**config.mk**
```make
export PLATFORM = sky130hd
export DESIGN_NAME = cool_heat_fan_ctrl
export DESIGN_NICKNAME = d
export VERILOG_FILES = /design/src/rtl/cool_heat_pkg.sv /design/src/rtl/fan_pwm_gen.sv /design/src/rtl/cool_heat_fan_ctrl.sv
export SDC_FILE = /design/constraint.sdc
export NUM_CORES = 1
export LEC_CHECK = 0
export ABC_AREA = 1
export BUFFER_PORTS_ARGS = -buffer_cell sky130_fd_sc_hd__buf_2
export CAP_MARGIN = 20
export CORE_UTILIZATION = 40
export CTS_BUF_LIST = sky130_fd_sc_hd__clkbuf_8
export DETAILED_ROUTE_END_ITERATION = 7
export GPL_ROUTABILITY_DRIVEN = 0
export SYNTH_ARGS = -nofsm -noshare
export SYNTH_HDL_FRONTEND = slang
export SYNTH_SLANG_ARGS = --single-unit
```
**constraint.sdc**
```tcl
create_clock -name clk -period 3.93 [get_ports clk]
set_input_delay 0.9825 -clock clk [delete_from_list [all_inputs] [get_ports clk]]
set_output_delay 0.9825 -clock clk [all_outputs]
set_load 0.005 [all_outputs]
```
**src/rtl/cool_heat_pkg.sv**
```systemverilog
// Shared definitions for the cool/heat thermostat and fan driver.
//   - FSM state encodings (IDLE/HEAT/COOL)
//   - Fan band duty constants and temperature band edges
//   - fan_band(): maps (state, temperature) to the fan duty and level
package cool_heat_pkg;

    typedef logic [1:0] state_t;

    localparam state_t ST_IDLE = 2'd0;
    localparam state_t ST_HEAT = 2'd1;
    localparam state_t ST_COOL = 2'd2;

    localparam logic [7:0] DUTY_OFF  = 8'd0;
    localparam logic [7:0] DUTY_LOW  = 8'd100;
    localparam logic [7:0] DUTY_MID  = 8'd180;
    localparam logic [7:0] DUTY_HIGH = 8'd255;

    // Lower edges of the mid and high cooling bands.
    localparam logic [7:0] BAND_MID_EDGE  = 8'd40;
    localparam logic [7:0] BAND_HIGH_EDGE = 8'd45;

    typedef struct packed {
        logic [7:0] duty;
        logic [1:0] level;
    } fan_band_t;

    function automatic fan_band_t fan_band(input state_t state, input logic [7:0] temp);
        fan_band_t band;
        band.duty  = DUTY_OFF;
        band.level = 2'd0;
        case (state)
            ST_HEAT: begin
                band.duty  = DUTY_LOW;
                band.level = 2'd1;
            end
            ST_COOL: begin
                if (temp < BAND_MID_EDGE) begin
                    band.duty  = DUTY_LOW;
                    band.level = 2'd1;
                end else if (temp < BAND_HIGH_EDGE) begin
                    band.duty  = DUTY_MID;
                    band.level = 2'd2;
                end else begin
                    band.duty  = DUTY_HIGH;
                    band.level = 2'd3;
                end
            end
            default: begin
                band.duty  = DUTY_OFF;
                band.level = 2'd0;
            end
        endcase
        return band;
    endfunction

endpackage

```
**src/rtl/fan_pwm_gen.sv**
```systemverilog
// Fan PWM generator.
// Latches the requested duty/level only on the cycle cnt==8'hFF so that a new duty starts
// cleanly at the next 256-cycle period, then drives a registered compare against cnt.
// Ports:
//   clk         in   system clock
//   arst_n      in   asynchronous active-low reset
//   cnt         in   free-running 8-bit PWM timebase
//   duty_next   in   requested duty for the next period
//   level_next  in   requested fan level for the next period
//   fan_pwm     out  registered PWM drive (cnt < duty_q, 1 clk latency)
//   fan_level   out  fan level in effect for the current period
module fan_pwm_gen (
    input  logic       clk,
    input  logic       arst_n,
    input  logic [7:0] cnt,
    input  logic [7:0] duty_next,
    input  logic [1:0] level_next,
    output logic       fan_pwm,
    output logic [1:0] fan_level
);

    logic [7:0] duty_q, duty_d;
    logic [1:0] level_q, level_d;
    logic       pwm_q, pwm_d;

    always_comb begin
        duty_d  = duty_q;
        level_d = level_q;
        if (cnt == 8'hFF) begin
            duty_d  = duty_next;
            level_d = level_next;
        end
        // Uses the duty in effect now; at cnt==FF this is always 0, so the
        // period boundary never produces a runt pulse.
        pwm_d = (cnt < duty_q);
    end

    always_ff @(posedge clk or negedge arst_n) begin
        if (!arst_n) begin
            duty_q  <= 8'd0;
            level_q <= 2'd0;
            pwm_q   <= 1'b0;
        end else begin
            duty_q  <= duty_d;
            level_q <= level_d;
            pwm_q   <= pwm_d;
        end
    end

    assign fan_pwm   = pwm_q;
    assign fan_level = level_q;

endmodule

```
**src/rtl/cool_heat_fan_ctrl.sv**
```systemverilog
// Thermostat and fan driver for the cool/heat subsystem.
// Samples temperature on temp_valid, runs an IDLE/HEAT/COOL hysteresis FSM with a minimum
// dwell per state, drives registered heater/cooler enables and a banded fan PWM.
// Ports:
//   clk          in   system clock
//   arst_n       in   asynchronous active-low reset
//   temperature  in   unsigned temperature, degrees C
//   temp_valid   in   strobe: temperature valid this cycle
//   cnt          in   free-running 8-bit PWM timebase
//   heater_on    out  heater enable
//   cooler_on    out  cooler enable
//   fan_pwm      out  fan PWM drive
//   fan_level    out  active fan band (0 off, 1 low, 2 mid, 3 high)
module cool_heat_fan_ctrl
    import cool_heat_pkg::*;
#(
    parameter logic [7:0]  HEAT_ON  = 8'd15,
    parameter logic [7:0]  HEAT_OFF = 8'd30,
    parameter logic [7:0]  COOL_ON  = 8'd35,
    parameter logic [7:0]  COOL_OFF = 8'd25,
    parameter logic [15:0] DWELL    = 16'd64
) (
    input  logic       clk,
    input  logic       arst_n,
    input  logic [7:0] temperature,
    input  logic       temp_valid,
    input  logic [7:0] cnt,
    output logic       heater_on,
    output logic       cooler_on,
    output logic       fan_pwm,
    output logic [1:0] fan_level
);

    state_t      state_q, state_d;
    logic [7:0]  temp_q, temp_d;
    logic [15:0] dwell_q, dwell_d;
    logic        heater_q, cooler_q;
    fan_band_t   band;

    always_comb begin
        temp_d = temp_valid ? temperature : temp_q;

        state_d = state_q;
        case (state_q)
            ST_IDLE: begin
                if (temp_q < HEAT_ON) begin
                    state_d = ST_HEAT;
                end else if (temp_q > COOL_ON) begin
                    state_d = ST_COOL;
                end
            end
            ST_HEAT: if (temp_q >= HEAT_OFF) state_d = ST_IDLE;
            ST_COOL: if (temp_q < COOL_OFF)  state_d = ST_IDLE;
            default: state_d = ST_IDLE;
        endcase
        // Any legal encoding must serve its full dwell before leaving.
        if (dwell_q != DWELL && state_q != 2'd3) begin
            state_d = state_q;
        end

        if (state_d != state_q) begin
            dwell_d = 16'd0;
        end else if (dwell_q != DWELL) begin
            dwell_d = dwell_q + 16'd1;
        end else begin
            dwell_d = dwell_q;
        end
    end

    always_ff @(posedge clk or negedge arst_n) begin
        if (!arst_n) begin
            state_q  <= ST_IDLE;
            temp_q   <= 8'd0;
            dwell_q  <= 16'd0;
            heater_q <= 1'b0;
            cooler_q <= 1'b0;
        end else begin
            state_q  <= state_d;
            temp_q   <= temp_d;
            dwell_q  <= dwell_d;
            heater_q <= (state_q == ST_HEAT);
            cooler_q <= (state_q == ST_COOL);
        end
    end

    assign band = fan_band(state_q, temp_q);

    fan_pwm_gen u_fan_pwm_gen (
        .clk        (clk),
        .arst_n     (arst_n),
        .cnt        (cnt),
        .duty_next  (band.duty),
        .level_next (band.level),
        .fan_pwm    (fan_pwm),
        .fan_level  (fan_level)
    );

    assign heater_on = heater_q;
    assign cooler_on = cooler_q;

endmodule

```
==> impl_metrics.tcl <==
set metrics [dict create \
    rsz0062_at_grt "false" \
    vias_per_cell 4.50 \
    comb_power_share 0.114 \
    grtUsageTotal 0.155 \
    period_minus_slack_ps 1820 \
    fp.dieArea_mm2 0.00519 \
    crit_required_ps 4140 \
    hold_buffers 0 \
    yosysWarningCount 0 \
    numCtsBuffers 5 \
    final_area_mm2 0.00221 \
    final_util 0.469 \
    root_buffer "clkbuf_8" \
    power_mw 0.686 \
    drt_first_iter_violations 48 \
    antennaDiodeCount 0 \
    synth_enable_flop_cells 0 \
    reg2reg_depth 12 \
    critPathKind "register to register" \
    syn_area_mm2 0.00196 \
    synthCells 231 \
    antenna_found_initial 0 \
    vdd_drop_max_uv 177 \
    setup_viol 0 \
    ys.flop_type "dfrtp_1" \
    end_kind "register" \
    wl_um 3430 \
    wl_per_cell_um 10.6 \
    power_switching_mw 0.178 \
    drc 0 \
    syn_nets 263 \
    clockPowerShare 0.356 \
    worst_slew_pin_slew_ps 724 \
    final_antenna_net_count 0 \
    clkTransAtPathRegs_ps 70 \
    power_frac_seq 0.530 \
    dp_worst_setup_slack_ps 1860 \
    fin_skew_ps 8.97 \
    die_width_um 72.1 \
    cts.sinks 33 \
    worst_ep_arrival_time_ps 2030 \
    hold_viol 0 \
    grt_start_max_net_pins 34 \
    fin_tns_setup_ps 0 \
    drive_above_1_share 0.248 \
    placed_area_mm2 0.00213 \
    num_vias 1463 \
    powerDensity_mw_per_mm2 310 \
    clk_latency_ps 280 \
    fmax_mhz 549 \
    cap_violations 0 \
    fp-row-count 25 \
    dp_hpwl_um 2590 \
    cts_setup_buffers 0 \
    async_flop_share 1.00 \
    h-tree-depth 2 \
    fillers 474 \
    core_area_mm2 0.00472 \
    hold_path_class "register to register" \
    status "finished, final reports clean" \
    swShare 0.259 \
    slew_viol_final 0 \
    fp.dieH_um 72.1 \
    holdPathStages 1 \
    cellLeakagePower_nw 1.09 \
    startpoint_type "register" \
    ys_seq_elements 33 \
    slew_headroom 0.518 \
    grt_pass1_wl_um 6280 \
    initial_utilization 0.416 \
    num_io_pins 24 \
    synthToLayoutAreaGrowth_pct 12.8 \
    fin_nets 289 \
    cts_max_path_buffers 2 \
    worst_slack_ps 2110 \
    cts-resized-gates 0 \
    ys_types 29 \
    worstPathMaxFanout 16 \
    grt_overflow 0 \
    synth_area_per_cell_um2 8.50 \
    tritoncts "done" \
    drtPass1Iterations 4 \
    grt_pass1_vias 1432 \
    internal_power_mw 0.508 \
    min_period_over_period 0.463 \
    io_buffers 23 \
    yosysSeqAreaShare 0.421 \
]
-- synth_stat cells (3+ instances only) --
cell type  count  area, um^2
xnor2_1        3        26.3
nand2_1       45         169
nor2_1        20        75.1
ha_1          13         163
nand3_1       16        80.1
dfrtp_1       33         826
nand4_1        5        31.3
a21oi_1        4        20.0
o21ai_0       11        55.1
mux2_2         5        56.3
nor2_2        19         119
xor2_1         8        70.1
inv_1         28         105
-- per-stage QoR --
step	hold WS, ps	cells
3_3_place_gp	517	317
3_5_place_dp	519	317
5_1_grt	569	325
6_report	532	325
4_1_cts	536	325
2_1_floorplan	502	231
-- layout by cell type (no fill, tap or decap), drive strengths merged --
cell type  instances
a21o               1
a21oi              4
xnor2              3
o21bai             1
nand3             19
clkbuf             5
nor3               1
o21ai             11
mux2               5
xor2               8
nand2             47
inv               31
o31ai              1
dfrtp             33
o211ai             2
a2111oi            1
nor2              40
o22ai              1
clkinv             2
ha                13
or2                1
nand4              5
buf               23
-- path summary, 6_finish.rpt --
check | from | to | slack, ps
min reg2reg | temp_q[7] | temp_q[7] | 530
max | dwell_q[0] | dwell_q[9] | 2110
min in group asynchronous | arst_n | dwell_q[5] | 750
max reg2reg | dwell_q[0] | dwell_q[9] | 2110
min | temp_q[7] | temp_q[7] | 530
max in group asynchronous | arst_n | state_q[1] | 2720
-- routing by layer --
layer | GRT usage | part of all wire
met4 | 0.0523 | 0.017
met1 | 0.214 | 0.52
met3 | 0.0458 | 0.025
met2 | 0.234 | 0.43
met5 | 0 | 0
-- power by group through the flow --
stage | Sequential, mW | Combinational [mW] | Clock [mW]
detailed placement | 0.370 | 0.0800 | 0
floorplan | 0.369 | 0.0513 | 0
global placement | 0.370 | 0.0777 | 0
global route | 0.366 | 0.0931 | 0.271
CTS | 0.363 | 0.0799 | 0.254
finish | 0.363 | 0.0781 | 0.244
-- cell type report --
| class | instances | area (um^2) | share of cell area |
|---|---|---|---|
| clock buffer | 5 | 68.8 | 0.0311 |
| clock inverter | 3 | 13.8 | 0.00621 |
| inverter | 30 | 113 | 0.0508 |
| multi-input combinational | 164 | 995 | 0.449 |
| sequential | 33 | 826 | 0.373 |
| tap | 67 | 83.8 | 0.0379 |
| timing repair buffer | 23 | 115 | 0.0520 |
-- flip-flops by register name (all words and copies together), names as in the netlist --
register,cells
dwell_q,16
temp_q,8
u_fan_pwm_gen.duty_q,3
state_q,2
cooler_on,1
heater_on,1
u_fan_pwm_gen.fan_level,1
u_fan_pwm_gen.fan_pwm,1
-- worst max-delay path, cell delays in order (launching register included) --
cell and delay (ps):
dfrtp_1 390, inv_1 120, ha_1 160, nand3_1 80, nor2_2 130, nand3_2 100, nor2_2 130, nand2_1 70
nand3_1 60, nand2_1 60, inv_2 60, nand3_4 210, nor2_2 170
-- cells by family after synthesis --
logic type	synth area share
AND/OR/NAND/NOR	0.281
adder cells (fa/ha/maj)	0.0829
flip-flops	0.421
XOR/XNOR	0.0491
multiplexers	0.0287
buffers and inverters	0.0727
AO/OA/AOI/OAI	0.0650
No activity file was read; power rests on OpenSTA's default activity.
